**config.mk**
```make
export PLATFORM = sky130hd
export DESIGN_NAME = tp_pingpong_buf
export DESIGN_NICKNAME = d
export VERILOG_FILES = /design/src/rtl/tp_pkg.sv /design/src/rtl/tp_bank.sv /design/src/rtl/tp_pingpong_buf.sv
export SDC_FILE = /design/constraint.sdc
export NUM_CORES = 2
export LEC_CHECK = 0
export CORE_MARGIN = 2
export CORE_UTILIZATION = 45
export DETAILED_ROUTE_END_ITERATION = 12
export HOLD_SLACK_MARGIN = 0.02
export PLACE_DENSITY_LB_ADDON = 0.3
export SYNTH_ARGS = -nofsm -noshare
export SYNTH_HDL_FRONTEND = slang
export SYNTH_SLANG_ARGS = --single-unit
```
**constraint.sdc**
```tcl
create_clock -name i_clk -period 9.7 [get_ports i_clk]
set_input_delay 1.455 -clock i_clk [delete_from_list [all_inputs] [get_ports i_clk]]
set_output_delay 1.455 -clock i_clk [all_outputs]
set_load 0.03 [all_outputs]
```
**src/rtl/tp_pkg.sv**
```systemverilog
// Shared definitions for the transpose ping-pong buffer.
//
// Contents:
//   TP_DEF_N  - default block dimension (rows = columns)
//   TP_DEF_W  - default element width in bits
//   MODE_TP   - block is emitted column by column (transposed)
//   MODE_PASS - block is emitted row by row (unchanged)
//   tp_idx_w  - width of a row/column index for an N x N block
package tp_pkg;

  localparam int unsigned TP_DEF_N = 8;
  localparam int unsigned TP_DEF_W = 12;

  localparam logic MODE_TP   = 1'b0;
  localparam logic MODE_PASS = 1'b1;

  // Index width for a block of dimension n; never below one bit.
  function automatic int unsigned tp_idx_w(input int unsigned n);
    return (n <= 2) ? 1 : $clog2(n);
  endfunction

endpackage

```
**src/rtl/tp_bank.sv**
```systemverilog
// Single N x N register bank of W-bit elements.
//
// Rows are written whole through a row write port. The read port is purely
// combinational and returns either a stored row (pass-through) or a column
// gathered across all rows (transpose), selected by i_mode.
//
// Ports:
//   i_clk      - rising-edge clock
//   i_we       - write enable for row i_wr_row
//   i_wr_row   - row being written
//   i_wr_data  - row data, element k at bits [k*W +: W]
//   i_mode     - MODE_TP: read column i_rd_idx; MODE_PASS: read row i_rd_idx
//   i_rd_idx   - row/column index for the read port
//   o_rd_data  - read vector, same packing as i_wr_data
//
// Storage is intentionally not reset: the owner tracks validity with its own
// full flags, so stale contents are never presented.
module tp_bank
  import tp_pkg::*;
#(
  parameter int unsigned N = TP_DEF_N,
  parameter int unsigned W = TP_DEF_W,
  localparam int unsigned IW = tp_idx_w(N)
) (
  input  logic            i_clk,
  input  logic            i_we,
  input  logic [IW-1:0]   i_wr_row,
  input  logic [N*W-1:0]  i_wr_data,
  input  logic            i_mode,
  input  logic [IW-1:0]   i_rd_idx,
  output logic [N*W-1:0]  o_rd_data
);

  logic [N*W-1:0] mem_q [N];
  logic [N*W-1:0] mem_d [N];

  always_comb begin
    mem_d = mem_q;
    if (i_we) begin
      mem_d[i_wr_row] = i_wr_data;
    end
  end

  always_ff @(posedge i_clk) begin
    mem_q <= mem_d;
  end

  // Column read picks element i_rd_idx out of every row.
  always_comb begin
    o_rd_data = '0;
    if (i_mode == MODE_PASS) begin
      o_rd_data = mem_q[i_rd_idx];
    end else begin
      for (int k = 0; k < N; k++) begin
        o_rd_data[k*W +: W] = mem_q[k][i_rd_idx*W +: W];
      end
    end
  end

endmodule

```
**src/rtl/tp_pingpong_buf.sv**
```systemverilog
// Double-buffered block transposer.
//
// Rows of an N x N block are written into one bank while the other bank is
// read out as N vectors, either transposed (columns) or unchanged (rows).
// The output mode is captured per bank when row 0 of a block is written.
//
// Ports:
//   i_clk      - rising-edge clock
//   i_Reset    - asynchronous, active-high reset
//   i_valid    - input row valid
//   o_ready    - a row can be accepted this cycle
//   i_data     - input row, element k at bits [k*W +: W]
//   i_mode     - 0 = transpose, 1 = pass-through (sampled on row 0)
//   o_valid    - output vector valid
//   i_ready    - downstream accepts the output vector
//   o_data     - output vector, same packing as i_data
//   o_idx      - index of the vector within its block
//   o_last     - final vector of a block
//   o_blk_cnt  - number of fully emitted blocks, wraps at 2^16
module tp_pingpong_buf
  import tp_pkg::*;
#(
  parameter int unsigned N = TP_DEF_N,
  parameter int unsigned W = TP_DEF_W,
  localparam int unsigned IW = tp_idx_w(N)
) (
  input  logic            i_clk,
  input  logic            i_Reset,
  input  logic            i_valid,
  output logic            o_ready,
  input  logic [N*W-1:0]  i_data,
  input  logic            i_mode,
  output logic            o_valid,
  input  logic            i_ready,
  output logic [N*W-1:0]  o_data,
  output logic [IW-1:0]   o_idx,
  output logic            o_last,
  output logic [15:0]     o_blk_cnt
);

  localparam logic [IW-1:0] LastIdx = IW'(N - 1);

  // Write side: bank pointer and row counter.
  logic            wr_sel_q, wr_sel_d;
  logic [IW-1:0]   wr_row_q, wr_row_d;
  // Read side: bank pointer and vector index.
  logic            rd_sel_q, rd_sel_d;
  logic [IW-1:0]   rd_idx_q, rd_idx_d;
  // Per-bank state: block complete and awaiting readout, latched mode.
  logic [1:0]      full_q, full_d;
  logic [1:0]      mode_q, mode_d;
  logic [15:0]     blk_cnt_q, blk_cnt_d;

  logic            wr_fire;
  logic            rd_fire;
  logic [1:0]      bank_we;
  logic [N*W-1:0]  bank_rd_data [2];

  // Handshake and output view. Outputs depend only on registered state, so
  // there is no combinational path from i_data or i_ready to any output.
  always_comb begin
    o_ready = ~full_q[wr_sel_q];
    o_valid = full_q[rd_sel_q];
    wr_fire = i_valid & o_ready;
    rd_fire = o_valid & i_ready;
    bank_we = '0;
    bank_we[wr_sel_q] = wr_fire;
    o_data  = bank_rd_data[rd_sel_q];
    o_idx   = rd_idx_q;
    o_last  = o_valid & (rd_idx_q == LastIdx);
    o_blk_cnt = blk_cnt_q;
  end

  // Write and read sides update independently. A write can only target an
  // empty bank and a read only a full one, so they never touch the same
  // full flag in one cycle.
  always_comb begin
    wr_sel_d  = wr_sel_q;
    wr_row_d  = wr_row_q;
    rd_sel_d  = rd_sel_q;
    rd_idx_d  = rd_idx_q;
    full_d    = full_q;
    mode_d    = mode_q;
    blk_cnt_d = blk_cnt_q;

    if (wr_fire) begin
      if (wr_row_q == '0) begin
        mode_d[wr_sel_q] = i_mode;
      end
      if (wr_row_q == LastIdx) begin
        wr_row_d         = '0;
        full_d[wr_sel_q] = 1'b1;
        wr_sel_d         = ~wr_sel_q;
      end else begin
        wr_row_d = wr_row_q + 1'b1;
      end
    end

    if (rd_fire) begin
      if (rd_idx_q == LastIdx) begin
        rd_idx_d         = '0;
        full_d[rd_sel_q] = 1'b0;
        rd_sel_d         = ~rd_sel_q;
        blk_cnt_d        = blk_cnt_q + 16'd1;
      end else begin
        rd_idx_d = rd_idx_q + 1'b1;
      end
    end
  end

  always_ff @(posedge i_clk or posedge i_Reset) begin
    if (i_Reset) begin
      wr_sel_q  <= 1'b0;
      wr_row_q  <= '0;
      rd_sel_q  <= 1'b0;
      rd_idx_q  <= '0;
      full_q    <= '0;
      mode_q    <= {MODE_TP, MODE_TP};
      blk_cnt_q <= '0;
    end else begin
      wr_sel_q  <= wr_sel_d;
      wr_row_q  <= wr_row_d;
      rd_sel_q  <= rd_sel_d;
      rd_idx_q  <= rd_idx_d;
      full_q    <= full_d;
      mode_q    <= mode_d;
      blk_cnt_q <= blk_cnt_d;
    end
  end

  for (genvar b = 0; b < 2; b++) begin : g_bank
    tp_bank #(
      .N (N),
      .W (W)
    ) u_bank (
      .i_clk     (i_clk),
      .i_we      (bank_we[b]),
      .i_wr_row  (wr_row_q),
      .i_wr_data (i_data),
      .i_mode    (mode_q[b]),
      .i_rd_idx  (rd_idx_q),
      .o_rd_data (bank_rd_data[b])
    );
  end

endmodule

```
==> summary.txt <==
Logic synthesis
  • Post-synth EDFFs: ~1500
  • Flops & latches, synth: between 1500 and 2000
  • Yosys synthesis warning count: 0
  • Seq/Total Area, Yosys: approximately 65%
  • Avg Cell Area, Syn: approximately 20 um^2
  • Net count after synthesis: approximately 3800
  • Synth cell types: 58
  • Synthesized cell area: around 72000 um^2
  • Ys async rst share: between 1.5 and 2%
  • Ys flop type: edfxtp_1
  • Cell count after synthesis: between 3000 and 4000

Layout
  • Most frequent cells in the layout: 1536 x edfxtp_1, 670 x mux4_2, 302 x mux2i_1, 218 x clkdlybuf4s50_1, 169 x clkbuf_16
  • Nets: roughly 4000
  • Post-route insts no fill: a little over 6000
  • Most common cell after layout, fill and taps aside: edfxtp_1
  • Share of layout cells above drive strength 1: between 20% and 30%
  • Synth-to-layout area growth: 13.0%

Placement
  • # placed instances: 5749
  • RePlAce Congestion: roughly 0.85
  • Port-buffer cells: around 220
  • DP HPWL: 135000 um

Global routing
  • Largest net degree at the start of global routing: 146
  • Vias in the first global route: 41296
  • First-pass GRT wire length: just over 300000 um
  • Antenna violations before repair: 16
  • Global Route Usage Sum: a little over a quarter
  • GR Overflow Total: 0

Routing
  • Total wire length: approximately 220000 um
  • DR DRC count: 0
  • Drt wl/cell: 35.9 um
  • DRT antenna net count: 0
  • Initial drt markers: between 5000 and 6000
  • Vias per cell: roughly 6.7
  • Total iterations of the first detailed-routing run: 6
  • Vias: slightly above 40000

STA
  • Post-route setup TNS: 0 ns
  • Clock Skew: around 0.032 ns
  • Slew Limit Fails: 0
  • Hold Vio Cnt, Final: 0
  • Final Cycle Share: between 70% and 80%
  • Final Setup Violations: 0
  • Min Tclk post-route: around 6.9 ns
  • Slew headroom: approximately 12%
  • Unrepaired setup endpoints after global routing: no
  • Slew @ Worst Pin: between 1 and 1.5 ns
  • Max frequency: approximately 0.15 GHz

Power and ir drop
  • Seq pwr share: ~33%
  • Net Switching: approximately 0.009 W
  • Internal power: 0.0157 W
  • Design Power: about 0.025 W
  • Pleak: between 20 and 30 nW
  • Combinational Power Share: between 40% and 50%
  • Sw frac: between 30 and 40%
  • Pwr Density: between 300 and 400 nW/um^2
  • Clock power frac: about 25%
  • Worst VDD drop: about 320 uV

CTS
  • H-tree depth: 4
  • Clock transition at path regs: ~0.06 ns
  • CTS root buffer: clkbuf_16
  • CTS resizes: 0
  • Clock buffer depth: 3
  • Postcts setup bufs: 0
  • Num CTS Buffers: between 150 and 200
  • CTS tree: yes
  • Clock sink total: ~1600
  • Hold Buf Count CTS: 0
  • Clock Latency Late Sink: a little over 0.8 ns

Critical path
  • R2R setup slack: 6.38 ns
  • Worst-path maximum fanout: between 50 and 60
  • CP endpoint kind: primary output
  • CP Launch Type: flop
  • WS Path Type: reg -> out
  • Crit-path cells: buf_4 -> buf_4 -> mux4_2 -> mux2_2 -> o22ai_1 -> a211oi_1 -> clkdlybuf4s50_1
  • WP data arrival: between 5 and 6 ns
  • CP required: 8.25 ns
  • Max stage delay cell, worst path: dfrtp_4
  • Max incr delay on CP: 0.90 ns
  • Most used cell along the critical path: buf_4

Floorplanning
  • Die Span Y: 404 um
  • Die footprint: between 150000 and 200000 um^2
  • Core area: between 150000 and 200000 um^2
  • Die Wd: about 400 um
  • Io pins: about 220
  • Core Rows: ~150
  • Starting Density: 45.4%

Status
  • Outcome: finished clean

Min path
  • Hold Crit Class: reg -> reg

Flow run
  • Max cap viols: 0
## synthesized netlist by cell type (4+ instances only)
| library cell | n | share of area, % |
|---|---|---|
| buf_4 | 87 | 0.91 |
| a221oi_1 | 34 | 0.41 |
| a21oi_1 | 56 | 0.39 |
| nand2b_1 | 12 | 0.10 |
| clkbuf_1 | 42 | 0.22 |
| o221ai_1 | 37 | 0.45 |
| o32a_1 | 8 | 0.11 |
| nor2_1 | 143 | 0.75 |
| buf_2 | 122 | 0.85 |
| nor2b_1 | 9 | 0.078 |
| o21ai_0 | 53 | 0.37 |
| buf_1 | 7 | 0.037 |
| nor3_1 | 14 | 0.097 |
| o32ai_1 | 10 | 0.12 |
| inv_1 | 8 | 0.042 |
| dfrtp_1 | 28 | 0.97 |
| or2_2 | 5 | 0.043 |
| a211oi_1 | 20 | 0.21 |
| and3_1 | 8 | 0.070 |
| o221a_2 | 4 | 0.063 |
| a211o_1 | 11 | 0.13 |
| a31oi_1 | 5 | 0.043 |
| xnor2_1 | 9 | 0.11 |
| a32o_1 | 4 | 0.056 |
| a221o_1 | 13 | 0.18 |
| xor2_1 | 7 | 0.085 |
| a22oi_1 | 20 | 0.21 |
| nand2_1 | 113 | 0.59 |
| o22a_1 | 17 | 0.21 |
| a22o_1 | 8 | 0.097 |
| mux4_2 | 670 | 21 |
| buf_6 | 21 | 0.33 |
| edfxtp_1 | 1536 | 64 |
| ha_1 | 6 | 0.10 |
| nand3_1 | 9 | 0.063 |
| nor3b_1 | 9 | 0.094 |
| or3_1 | 4 | 0.035 |
| and2_1 | 5 | 0.043 |
| mux2i_1 | 302 | 4.2 |
| o211ai_1 | 15 | 0.16 |
| nand4_1 | 5 | 0.043 |
| o22ai_1 | 59 | 0.51 |
| mux2_2 | 68 | 1.1 |
## kinds of logic after synthesis
kind of cell	Yosys count	share of synthesized area (%)
AOI/OAI and AO/OA	393	3.94
xor gates and xnor gates	16	0.195
adders and majority gates	6	0.104
buffers and inverters	289	2.39
DFF	1564	65.1
muxes	1041	26.3
and+or+nand+nor	340	2.05
## worst max-delay path: cells and delay by family (launching register included)
family                 cells  cell delay, ns
AO/OA/AOI/OAI              2            0.72
flip-flops                 1            0.90
buffers and inverters      3            2.36
multiplexers               2            0.52
## flip-flops by register name (all words and copies together), names as in the netlist
signal               cells
wr_sel_q                 1
mode_q                   2
wr_row_q                 3
o_idx                    3
rd_sel_q                 1
full_q                   2
g_bank.u_bank.mem_q   1536
o_blk_cnt               16
## routing by layer
| layer | wire, um | track usage [%] | vias up | part of all wire, % |
|---|---|---|---|---|
| met5 | 69 | 0 | - | 0.032 |
| met4 | 8730 | 10.5 | 10 | 4.0 |
| met3 | 21800 | 5.90 | 394 | 10 |
| met2 | 104000 | 41.9 | 2532 | 48 |
| met1 | 83500 | 36.7 | 21608 | 38 |
| li1 | - | - | 16104 | - |
## through the flow
step	worst slack (ns)	util, %	hold WS, ns	instance area [um^2]
2_1_floorplan	0.825	-	0.494	72000
3_3_place_gp	3.51	48.0	0.455	76100
3_5_place_dp	3.53	48.0	0.461	76100
4_1_cts	2.61	51.3	0.473	81300
5_1_grt	2.51	51.3	0.489	81300
6_report	2.82	51.3	0.474	81300
## area by class of cell
| cell class | count | area [um^2] |
|---|---|---|
| fill | 12513 | 77200 |
| sequential | 1564 | 46800 |
| clock inverter | 99 | 865 |
| antenna | 8 | 20.0 |
| clock buffer | 202 | 4370 |
| tap | 2072 | 2590 |
| inverter | 10 | 43.8 |
| timing repair buffer | 307 | 2990 |
| multi-input combinational | 1796 | 23600 |
## power by group through the flow
stage | clock (W) | sequential, W | combinational (W)
after floorplan | 0 | 0.00811 | 0.00706
after global placement | 0 | 0.00834 | 0.0101
after detailed placement | 0 | 0.00835 | 0.0102
after CTS | 0.00626 | 0.00821 | 0.0102
after global routing | 0.00652 | 0.00825 | 0.0106
final | 0.00619 | 0.00821 | 0.0102
## path summary, 6_finish.rpt
check	start	to	depth (start not counted)
min reg2reg	o_blk_cnt[15]	o_blk_cnt[15]	1
max reg2reg	o_idx[0]	o_blk_cnt[15]	7
max in group asynchronous	i_Reset	o_idx[2]	3
max	o_idx[0]	o_data[6]	7
min	o_blk_cnt[15]	o_blk_cnt[15]	1
min in group asynchronous	i_Reset	o_blk_cnt[8]	3
(Power assumes the default switching activity.)
